**config.mk**
```make
export PLATFORM = sky130hd
export DESIGN_NAME = cnn1d_exp
export DESIGN_NICKNAME = d
export VERILOG_FILES = /design/src/rtl/cnn1d_pkg.sv /design/src/rtl/cnn1d_fxp_mult.sv /design/src/rtl/cnn1d_exp.sv
export SDC_FILE = /design/constraint.sdc
export NUM_CORES = 1
export LEC_CHECK = 0
export ABC_AREA = 1
export CAP_MARGIN = 20
export CORE_UTILIZATION = 57
export DETAILED_ROUTE_END_ITERATION = 16
export PLACE_DENSITY = 0.78
export SKIP_CTS_REPAIR_TIMING = 1
export SLEW_MARGIN = 20
export SYNTH_ARGS = -nofsm -noshare
export SYNTH_HDL_FRONTEND = slang
export SYNTH_HIERARCHICAL = 1
export SYNTH_SLANG_ARGS = --single-unit
```
**constraint.sdc**
```tcl
create_clock -name clk -period 5.72 [get_ports clk]
set_input_delay 1.716 -clock clk [delete_from_list [all_inputs] [get_ports clk]]
set_output_delay 1.716 -clock clk [all_outputs]
set_load 0.05 [all_outputs]
```
**src/rtl/cnn1d_pkg.sv**
```systemverilog
// rtl/cnn1d_pkg.sv - shared constants, types and helpers for the 1D CNN datapath
package cnn1d_pkg;

  localparam int DATA_WIDTH          = 12;
  localparam int FRACTION            = 6;
  localparam int SUPPORTED_PRECISION = 10;
  localparam int LPM_PIPE_WIDTH      = 4;
  localparam int MULT_LATENCY        = LPM_PIPE_WIDTH;
  localparam int EXP_ONE             = 1 << FRACTION;

  typedef enum logic [2:0] {
    EXP_IDLE  = 3'd0,
    EXP_MUL_X = 3'd1,
    EXP_MUL_R = 3'd2,
    EXP_ADD   = 3'd3,
    EXP_DONE  = 3'd4
  } exp_state_t;

  // round(2^frac / n), i.e. the Taylor coefficient 1/n in fixed point
  function automatic int exp_recip(input int n, input int frac);
    return ((1 << frac) + n / 2) / n;
  endfunction

  // Clamp a sign-extended value into a dw-bit two's complement range
  function automatic logic signed [63:0] sat_dw(input logic signed [63:0] v,
                                                input int dw,
                                                output logic ovf);
    logic signed [63:0] hi;
    logic signed [63:0] lo;
    hi  = (64'sd1 <<< (dw - 1)) - 64'sd1;
    lo  = -(64'sd1 <<< (dw - 1));
    ovf = 1'b0;
    if (v > hi) begin
      ovf = 1'b1;
      return hi;
    end
    if (v < lo) begin
      ovf = 1'b1;
      return lo;
    end
    return v;
  endfunction

endpackage

```
**src/rtl/cnn1d_fxp_mult.sv**
```systemverilog
// rtl/cnn1d_fxp_mult.sv - pipelined signed fixed-point multiplier with shift and saturation
module cnn1d_fxp_mult
  import cnn1d_pkg::*;
#(
  parameter int DATA_WIDTH   = cnn1d_pkg::DATA_WIDTH,
  parameter int FRACTION     = cnn1d_pkg::FRACTION,
  parameter int MULT_LATENCY = cnn1d_pkg::MULT_LATENCY
) (
  input  logic                         clk,
  input  logic signed [DATA_WIDTH-1:0] a_i,
  input  logic signed [DATA_WIDTH-1:0] b_i,
  output logic signed [DATA_WIDTH-1:0] p_o,
  output logic                         ovf_o
);

  localparam int PW = 2 * DATA_WIDTH;

  logic signed [PW-1:0] pipe_q [MULT_LATENCY];
  logic signed [63:0]   wide_w;
  logic signed [63:0]   shr_w;
  logic signed [63:0]   sat_w;

  always_ff @(posedge clk) begin
    pipe_q[0] <= PW'(a_i) * PW'(b_i);
    for (int i = 1; i < MULT_LATENCY; i++) begin
      pipe_q[i] <= pipe_q[i-1];
    end
  end

  // Arithmetic shift truncates toward -inf before the range check
  always_comb begin
    wide_w = 64'(pipe_q[MULT_LATENCY-1]);
    shr_w  = wide_w >>> FRACTION;
    sat_w  = sat_dw(shr_w, DATA_WIDTH, ovf_o);
    p_o    = DATA_WIDTH'(sat_w);
  end

endmodule

```
**src/rtl/cnn1d_exp.sv**
```systemverilog
// rtl/cnn1d_exp.sv - iterative Horner-form Taylor e^x unit for the softmax stage
module cnn1d_exp
  import cnn1d_pkg::*;
#(
  parameter int DATA_WIDTH   = cnn1d_pkg::DATA_WIDTH,
  parameter int FRACTION     = cnn1d_pkg::FRACTION,
  parameter int PRECISION    = cnn1d_pkg::SUPPORTED_PRECISION,
  parameter int MULT_LATENCY = cnn1d_pkg::MULT_LATENCY
) (
  input  logic                  clk,
  input  logic                  rst,
  input  logic                  in_valid,
  output logic                  in_ready,
  input  logic [DATA_WIDTH-1:0] in_data,
  output logic                  out_valid,
  input  logic                  out_ready,
  output logic [DATA_WIDTH-1:0] out_data,
  output logic                  out_overflow
);

  localparam int NW = $clog2(PRECISION + 1);
  localparam int CW = (MULT_LATENCY > 1) ? $clog2(MULT_LATENCY) : 1;
  localparam logic signed [DATA_WIDTH-1:0] ONE = DATA_WIDTH'(1 << FRACTION);

  if (PRECISION < 1 || PRECISION > SUPPORTED_PRECISION) begin : g_bad_precision
    $error("cnn1d_exp: PRECISION must be within 1..SUPPORTED_PRECISION");
  end

  logic signed [DATA_WIDTH-1:0] recip_w [PRECISION+1];
  assign recip_w[0] = '0;
  for (genvar i = 1; i <= PRECISION; i++) begin : g_recip
    assign recip_w[i] = DATA_WIDTH'(exp_recip(i, FRACTION));
  end

  exp_state_t                   state_q, state_d;
  logic signed [DATA_WIDTH-1:0] x_q, x_d;
  logic signed [DATA_WIDTH-1:0] acc_q, acc_d;
  logic [NW-1:0]                n_q, n_d;
  logic [CW-1:0]                cnt_q, cnt_d;
  logic                         ovf_q, ovf_d;
  logic [DATA_WIDTH-1:0]        out_data_q, out_data_d;

  logic signed [DATA_WIDTH-1:0] mul_a, mul_b, mul_p;
  logic                         mul_ovf;
  logic signed [63:0]           sum_w, sum_sat_w;
  logic signed [DATA_WIDTH-1:0] acc_sum;
  logic                         add_ovf;

  cnn1d_fxp_mult #(
    .DATA_WIDTH  (DATA_WIDTH),
    .FRACTION    (FRACTION),
    .MULT_LATENCY(MULT_LATENCY)
  ) u_mult (
    .clk  (clk),
    .a_i  (mul_a),
    .b_i  (mul_b),
    .p_o  (mul_p),
    .ovf_o(mul_ovf)
  );

  // The multiplier output is p on the first MUL_R cycle and q during ADD
  always_comb begin
    mul_a     = (state_q == EXP_MUL_X) ? acc_q : mul_p;
    mul_b     = (state_q == EXP_MUL_X) ? x_q : recip_w[n_q];
    sum_w     = 64'(mul_p) + 64'(ONE);
    sum_sat_w = sat_dw(sum_w, DATA_WIDTH, add_ovf);
    acc_sum   = DATA_WIDTH'(sum_sat_w);
  end

  always_comb begin
    state_d    = state_q;
    x_d        = x_q;
    acc_d      = acc_q;
    n_d        = n_q;
    cnt_d      = cnt_q;
    ovf_d      = ovf_q;
    out_data_d = out_data_q;
    case (state_q)
      EXP_IDLE: begin
        if (in_valid) begin
          x_d     = in_data;
          acc_d   = ONE;
          n_d     = NW'(PRECISION);
          cnt_d   = '0;
          ovf_d   = 1'b0;
          state_d = EXP_MUL_X;
        end
      end
      EXP_MUL_X, EXP_MUL_R: begin
        if (state_q == EXP_MUL_R && cnt_q == '0 && mul_ovf) ovf_d = 1'b1;
        if (cnt_q == CW'(MULT_LATENCY - 1)) begin
          cnt_d   = '0;
          state_d = (state_q == EXP_MUL_X) ? EXP_MUL_R : EXP_ADD;
        end else begin
          cnt_d = cnt_q + CW'(1);
        end
      end
      EXP_ADD: begin
        acc_d = acc_sum;
        ovf_d = ovf_q | mul_ovf | add_ovf;
        if (n_q == NW'(1)) begin
          out_data_d = acc_sum[DATA_WIDTH-1] ? '0 : acc_sum;
          state_d    = EXP_DONE;
        end else begin
          n_d     = n_q - NW'(1);
          state_d = EXP_MUL_X;
        end
      end
      EXP_DONE: begin
        if (out_ready) state_d = EXP_IDLE;
      end
      default: state_d = EXP_IDLE;
    endcase
  end

  always_ff @(posedge clk) begin
    if (rst) begin
      state_q    <= EXP_IDLE;
      x_q        <= '0;
      acc_q      <= '0;
      n_q        <= '0;
      cnt_q      <= '0;
      ovf_q      <= 1'b0;
      out_data_q <= '0;
    end else begin
      state_q    <= state_d;
      x_q        <= x_d;
      acc_q      <= acc_d;
      n_q        <= n_d;
      cnt_q      <= cnt_d;
      ovf_q      <= ovf_d;
      out_data_q <= out_data_d;
    end
  end

  assign in_ready     = (state_q == EXP_IDLE) && !rst;
  assign out_valid    = (state_q == EXP_DONE);
  assign out_data     = out_data_q;
  assign out_overflow = ovf_q;

endmodule
```
==> results of run 1 <==
==> kinds of logic (layout without fill, tap and decap cells) <==
group,after synthesis,in the layout
other,1,1
AND/OR/NAND/NOR,489,489
flip-flops,117,117
adder cells (fa/ha/maj),194,194
XOR/XNOR,10,10
AO/OA/AOI/OAI,117,117
buffers and inverters,350,453
==> sequential cells by signal, indices dropped and copies added (netlist names) <==
signal and count:
acc_q 12, u_mult/pipe_q 72, x_q 12, out_overflow 1, state_q 3, out_data 11, cnt_q 2, n_q 4
==> worst max-delay path: stages (launching register included) <==
cell,delay (ns)
dfxtp_2,0.33
nor4_2,0.27
a31o_2,0.23
buf_6,0.13
buf_4,0.13
nand2_2,0.05
inv_1,0.09
o21ai_2,0.06
buf_6,0.13
or2_2,0.31
fa_1,0.51
fa_1,0.53
fa_1,0.61
fa_1,0.48
fa_1,0.55
inv_1,0.06
ha_4,0.28
nand2_1,0.09
inv_1,0.09
nand2_1,0.10
nor2_2,0.12
nand4_1,0.15
inv_1,0.08
nor2_1,0.04
nand2_1,0.04
nand2_1,0.04
==> cell type report <==
type | count | area (µm²)
Inverter | 306 | 1165
Sequential cell | 117 | 2346
Multi-Input combinational cell | 811 | 6915
Clock buffer | 18 | 429.2
Fill cell | 1271 | 5067
Clock inverter | 14 | 166.4
Tap cell | 225 | 281.5
Timing Repair Buffer | 115 | 985.9
==> worst paths after layout <==
| path | slack, ns | start | end |
|---|---|---|---|
| worst max-delay path | 0.12 | u_mult/pipe_q[3][17] | u_mult/pipe_q[0][23] |
| worst min-delay path | 0.32 | u_mult/pipe_q[2][8] | u_mult/pipe_q[3][8] |
| worst max register to register | 0.12 | u_mult/pipe_q[3][17] | u_mult/pipe_q[0][23] |
| worst min register to register | 0.32 | u_mult/pipe_q[2][8] | u_mult/pipe_q[3][8] |
==> cell usage after synthesis (20+ instances only) <==
cell type	instances	share of area
nand3_1	30	0.015
clkbuf_1	32	0.012
a21oi_1	39	0.019
dfxtp_1	117	0.23
o21ai_0	33	0.016
ha_1	57	0.070
fa_1	137	0.27
nor2_1	49	0.018
nand2_1	337	0.12
a21oi_2	20	0.017
nand2_2	26	0.016
inv_1	296	0.11
==> layer usage <==
metal / track usage / routed length, µm / up-vias
li1: - / - / 3942
met1: 0.3019 / 9244 / 4040
met2: 0.4610 / 12570 / 293
met3: 0.04078 / 1322 / 75
met4: 0.1348 / 959 / 0
met5: 0 / 0 / -
==> per-stage QoR <==
stage	utilization	hold WS [ns]	cell area, µm²	std cells
2_1_floorplan	-	0.3096	10140	1278
3_3_place_gp	0.6286	0.3114	10910	1542
3_5_place_dp	0.6286	0.3121	10910	1542
4_1_cts	0.6629	0.3214	11510	1574
5_1_grt	0.7080	0.3236	12290	1606
6_report	0.7080	0.3214	12290	1606
==> flow_metrics.tcl, run 1 <==
set metrics [dict create \
    fin_crit_sh 0.9794 \
    dr_total_vias 8350 \
    path_class "reg2reg" \
    num_io_pins 31 \
    pre_cts_slack_ns -0.06182 \
    maxCapViolations 0 \
    startpoint_type "flop" \
    dp_hpwl_um 17820 \
    antenna_found_initial 0 \
    grt_max_degree 33 \
    synth-xor-area-share 0.008633 \
    setup_tns_ns 0 \
    fmax_mhz 178.5 \
    cts_inserted_buffers 17 \
    nNetsFinal 1578 \
    htree_levels 4 \
    final_common_cell "nand2_1" \
    cp.arrival_ns 5.93 \
    die_w_um 135.4 \
    outcome "complete, no violations" \
    start_util 0.5845 \
    diodes 0 \
    postSynth.topFlopCell "dfxtp_1" \
    syn_inst 1278 \
    hold_depth 0 \
    drive_gt1_frac 0.2266 \
    synth_top_family_by_area "adder cells" \
    yosys.area_share.simple 0.2119 \
    synthAdderAreaFrac 0.3407 \
    clkTransAtPathRegs_ns 0.06 \
    max-slew-margin-rel 0.6445 \
    first_global_vias 7939 \
    grt_pass1_wl_um 36490 \
    drc 0 \
    routabilityCongestion 0.9791 \
    drv_slew 0 \
    fp.dieArea_um2 18340 \
    num_rows 48 \
    firstDrtPassIters 8 \
    port_buffers 29 \
    ff2ff_path_depth 25 \
    cp_max_fo 7 \
    final-hold-violation-count 0 \
    rsz0062_at_grt "true" \
    synth-async-reset-ratio 0 \
    yosys_warnings 6 \
    critPathCaptureType "flop" \
    synth_compound_area_frac 0.07215 \
    skew_ns 0.01033 \
    via_per_inst 5.199 \
    synth_seq_cells 117 \
    cts_root_buffer "clkbuf_16" \
    cts.sinks 117 \
    area_delta_synth_final_pct 21.14 \
    clock_path_buffers 2 \
    worstMarginPinSlew_ns 0.5314 \
    cts_tree "yes" \
    finalSetupViolations 0 \
    totalWireLength_um 24100 \
    die_h_um 135.4 \
    layout_common_cells "nand2_1, inv_1, fa_1, dfxtp_1, buf_4" \
    overflow 0 \
    seq_area_frac_synth 0.2309 \
    syn-cell-area_um2 10140 \
    synth_edf_count 0 \
    post-route-worst-setup-slack_ns 0.1178 \
    grt_usage 0.2597 \
    cp.required_ns 6.04 \
    drtAntennaViolNets 0 \
    ys_types 50 \
    syn_avg_cell_area_um2 7.938 \
    wire_per_inst_um 15.00 \
    hp-class "reg2reg" \
    clock_latency_ns 0.42 \
    core-area_um2 17360 \
    muxShareOfSynthArea 0 \
    syn-num-nets 1488 \
    drt_iter0_drc 576 \
    fin_crit_ns 5.602 \
]
Power of run 1 is not shown: default switching activity piles up to over one toggle a cycle in this logic, so the estimate is an artifact.
==> run 2, diff against run 1 <==
Settings changed: REMOVE_ABC_BUFFERS set to 1, SYNTH_HIERARCHICAL 1 to not set.
==> flow_metrics.tcl, run 2 <==
set metrics [dict create \
    first_global_vias 7489 \
    num_io_pins 31 \
    grt_max_degree 33 \
    yosys_warnings 0 \
    startpoint_type "flop" \
    path_class "reg2reg" \
    finalSetupViolations 0 \
    drc 0 \
    syn_inst 1117 \
    synth_compound_area_frac 0.07759 \
    maxCapViolations 0 \
    final_common_cell "inv_1" \
    yosysTopAreaCellShare 0.2938 \
    ff2ff_path_depth 26 \
    hold_depth 0 \
    cts_tree "yes" \
    regToRegSetupSlack_ns 0.19 \
    ys_types 36 \
    diodes 0 \
    clkTransAtPathRegs_ns 0.06 \
    max-slew-margin-rel 0.5286 \
    startpoint "state_q[0]" \
    crit_top_cell "fa_1" \
    muxShareOfSynthArea 0 \
    clock_latency_ns 0.42 \
    cts_inserted_buffers 17 \
    synth_edf_count 0 \
    syn_avg_cell_area_um2 8.359 \
    core-area_um2 15940 \
    largest_register_ffs 72 \
    dp_hpwl_um 17920 \
    cp.required_ns 6.03 \
    wire_per_inst_um 15.77 \
    dr_total_vias 7548 \
    slowest_delay_ns 0.55 \
    num_rows 46 \
    clock_path_buffers 2 \
    pre_cts_slack_ns -0.2023 \
    htree_levels 4 \
    fillCellCount 1188 \
    fin_crit_ns 5.534 \
    critical_path.slowest_cell "fa_1" \
    post-route-worst-setup-slack_ns 0.1861 \
    routabilityCongestion 0.9571 \
    outcome "complete, no violations" \
    critPathCaptureType "flop" \
    synth-xor-area-share 0.02439 \
    worstHoldEndpoint "u_mult.pipe_q[3][9]" \
    fmax_mhz 180.7 \
    synthAdderAreaFrac 0.3701 \
    skew_ns 0.01052 \
    port_buffers 29 \
    min-delay-start "u_mult.pipe_q[2][9]" \
    yosysMostFrequentCell "inv_1" \
    yosys-top-cells-area "fa_1, dfxtp_1, inv_1" \
    fp.dieArea_um2 16900 \
    synth-async-reset-ratio 0 \
    layout_common_cells "inv_1, nand2_1, fa_1, dfxtp_1, nor2_1" \
    die_h_um 130.0 \
    reg_top3 "u_mult.pipe_q: 72 flops, acc_q: 12 flops, x_q: 12 flops" \
    postSynth.topFlopCell "dfxtp_1" \
    fin_util 0.7176 \
    worstMarginPinSlew_ns 0.7054 \
    drive_gt1_frac 0.1924 \
    synth_top_area_cell "fa_1" \
    hp-class "reg2reg" \
    synthTopCellsByCount "inv_1, nand2_1, fa_1" \
    regMostFlops "u_mult.pipe_q" \
    syn-cell-area_um2 9336 \
    totalWireLength_um 22990 \
    drv_slew 0 \
    firstDrtPassIters 5 \
    synth_top_family_by_area "adder cells" \
    cp_max_fo 7 \
    r2r_end "u_mult.pipe_q[0][21]" \
    grt_pass1_wl_um 36240 \
    antenna_found_initial 0 \
    drt_iter0_drc 658 \
    cts_root_buffer "clkbuf_16" \
    cp.arrival_ns 5.85 \
    cts.sinks 117 \
    fin_crit_sh 0.9675 \
    start_util 0.5856 \
    nNetsFinal 1439 \
    seq_area_frac_synth 0.2509 \
    overflow 0 \
    area_delta_synth_final_pct 22.54 \
    final-hold-violation-count 0 \
    grt_usage 0.2859 \
    synth_seq_cells 117 \
    yosys.area_share.simple 0.1589 \
    drtAntennaViolNets 0 \
    via_per_inst 5.177 \
    r2r_start "state_q[0]" \
    die_w_um 130.0 \
]
run 2: critical path: cells and delay by family, from the launching register on:
kind | cells | cell delay (ns)
buffers and inverters | 6 | 0.63
DFF | 1 | 0.32
and+or+nand+nor | 9 | 0.88
xor gates and xnor gates | 1 | 0.16
AOI/OAI and AO/OA | 4 | 0.57
adders and majority gates | 6 | 2.83
run 2: how the worst max path moves through the flow:
stage / cells past startpoint / end
after floorplan: 21 / u_mult.pipe_q[0][22]
after global placement: 22 / u_mult.pipe_q[0][22]
after detailed placement: 23 / u_mult.pipe_q[0][22]
after CTS: 23 / u_mult.pipe_q[0][22]
after global routing: 26 / u_mult.pipe_q[0][23]
final: 26 / u_mult.pipe_q[0][21]
run 2: through the flow:
step,instances,TNS (ns),area [µm²],hold WS (ns)
CTS,1441,-0.9305,10860,0.3202
finish,1458,0,11440,0.3215
floorplan,1096,-2.585,9225,0.3096
global route,1458,-0.3516,11440,0.3274
global placement,1409,-0.2367,10310,0.3096
detailed placement,1409,-0.6913,10310,0.3121
run 2: routing by layer:
layer	vias to the layer above	GRT usage	part of all wire
met5	-	0.005882	0
met4	0	0.1176	0.030
met3	55	0.06765	0.072
met2	268	0.4715	0.50
met1	3672	0.3622	0.40
li1	3553	-	-
run 2: logic make-up after synthesis:
logic type      Yosys count
simple gates            368
fa+ha+maj               194
compound gates          127
xor+xnor                 26
flops                   117
other cells               1
buf+inv                 284
run 2: layout make-up:
| cell class | instances | area (µm²) | share of cell area |
|---|---|---|---|
| Tap cell | 216 | 270.3 | 0.02362 |
| Sequential cell | 117 | 2356 | 0.2059 |
| Multi-Input combinational cell | 716 | 6277 | 0.5487 |
| Clock inverter | 13 | 123.9 | 0.01083 |
| Timing Repair Buffer | 114 | 993.5 | 0.08683 |
| Inverter | 263 | 987.2 | 0.08629 |
| Clock buffer | 19 | 432.9 | 0.03784 |
Power of run 2 is left out for the same reason.
==> run 3, diff against run 2 <==
Settings changed: CORE_MARGIN set to 10, CORE_UTILIZATION 57 to 25, PLACE_DENSITY 0.78 to not set.
==> flow_metrics.tcl, run 3 (synthesized netlist as in run 2, its figures left out) <==
set metrics [dict create \
    outcome "complete, no violations" \
    cts.sinks 117 \
    ff2ff_path_depth 25 \
    port_buffers 29 \
    drt_iter0_drc 354 \
    drive_gt1_frac 0.2258 \
    critPathCaptureType "flop" \
    grt_usage 0.1124 \
    regToRegSetupSlack_ns 0.24 \
    routabilityCongestion 0.9014 \
    grt_max_degree 33 \
    num_rows 70 \
    layout_common_cells "inv_1, nand2_1, fa_1, buf_4, dfxtp_1" \
    totalWireLength_um 24870 \
    cts_inserted_buffers 17 \
    via_per_inst 4.255 \
    die_h_um 213.3 \
    maxCapViolations 0 \
    final_common_cell "inv_1" \
    first_global_vias 7635 \
    overflow 0 \
    fillCellCount 3739 \
    whs_ns 0.3211 \
    min-delay-start "u_mult.pipe_q[1][11]" \
    post-route-worst-setup-slack_ns 0.2445 \
    start_util 0.2544 \
    pre_cts_slack_ns -0.1820 \
    r2r_start "u_mult.pipe_q[3][21]" \
    worstMarginPinSlew_ns 0.6949 \
    multiInputGateArea_um2 6324 \
    dp_hpwl_um 20500 \
    startpoint "u_mult.pipe_q[3][21]" \
    fp.dieArea_um2 45480 \
    reg_top3 "u_mult.pipe_q: 72 flops, acc_q: 12 flops, x_q: 12 flops" \
    startpoint_type "flop" \
    final-hold-violation-count 0 \
    clock_path_buffers 2 \
    worstHoldEndpoint "u_mult.pipe_q[2][11]" \
    firstDrtPassIters 6 \
    drv_slew 0 \
    hp-class "reg2reg" \
    diodes 0 \
    grt_pass1_wl_um 39690 \
    htree_levels 4 \
    finalSetupViolations 0 \
    largest_register_ffs 72 \
    drtAntennaViolNets 0 \
    num_io_pins 31 \
    die_w_um 213.3 \
    fin_crit_ns 5.475 \
    hold_depth 0 \
    regMostFlops "u_mult.pipe_q" \
    dr_total_vias 7438 \
    cts_root_buffer "clkbuf_16" \
    drc 0 \
    fin_crit_sh 0.9572 \
    dp.cells 1690 \
    max-slew-margin-rel 0.5356 \
    area_delta_synth_final_pct 30.34 \
    ff_latch_area_um2 2351 \
    clock_latency_ns 0.43 \
    finalNonFillerCells 1748 \
    skew_ns 0.01374 \
    cp.arrival_ns 5.83 \
    nNetsFinal 1477 \
    r2r_end "u_mult.pipe_q[0][22]" \
    cts_tree "yes" \
    cp.required_ns 6.08 \
    antenna_found_initial 0 \
    core-area_um2 36700 \
    cp_max_fo 6 \
    path_class "reg2reg" \
    fmax_mhz 182.6 \
    clkTransAtPathRegs_ns 0.06 \
    wire_per_inst_um 14.23 \
]
[run 3: final cells by class]
type,instances,share of cell area
Clock buffer,19,0.03722
Clock inverter,13,0.01213
Inverter,263,0.08195
Multi-Input combinational cell,717,0.5196
Sequential cell,117,0.1932
Tap cell,468,0.04812
Timing Repair Buffer,151,0.1078
[run 3: worst max path at each step]
stage | cells past startpoint | slack, ns | endpoint
floorplan | 21 | -0.50 | u_mult.pipe_q[0][22]
global placement | 24 | -0.15 | u_mult.pipe_q[0][22]
detailed placement | 25 | -0.18 | u_mult.pipe_q[0][22]
CTS | 25 | -0.25 | u_mult.pipe_q[0][22]
global route | 27 | -0.06 | u_mult.pipe_q[0][23]
finish | 25 | 0.24 | u_mult.pipe_q[0][22]
[run 3: routing by layer]
layer | share of wire | track usage
met1 | 0.44 | 0.1392
met2 | 0.49 | 0.1853
met3 | 0.046 | 0.03079
met4 | 0.020 | 0.03715
met5 | 0 | 0
[run 3: stage by stage]
step / instance area, µm² / utilization / TNS, ns
after global routing: 12170 / 0.3316 / -0.1360
after CTS: 11460 / 0.3124 / -0.7681
after floorplan: 9225 / - / -2.585
final: 12170 / 0.3316 / 0
after global placement: 10860 / 0.2960 / -0.4137
after detailed placement: 10860 / 0.2960 / -0.5089
[run 3: worst max-delay path, cell delays in order, from the launching register on]
cell	delay, ns
dfxtp_1	0.31
nor2_1	0.13
nand3_2	0.18
nand2_4	0.17
inv_6	0.06
o21ai_4	0.18
inv_4	0.07
a21oi_4	0.17
buf_6	0.12
nor2_1	0.05
fa_1	0.55
inv_2	0.04
fa_2	0.46
fa_1	0.51
inv_2	0.04
fa_1	0.56
fa_1	0.46
ha_4	0.30
buf_6	0.10
nand2_1	0.08
nor2_1	0.10
nand2_1	0.07
o21ai_2	0.22
a21oi_2	0.09
o21ai_0	0.19
xor2_1	0.16
Power of run 3 is left out for the same reason.
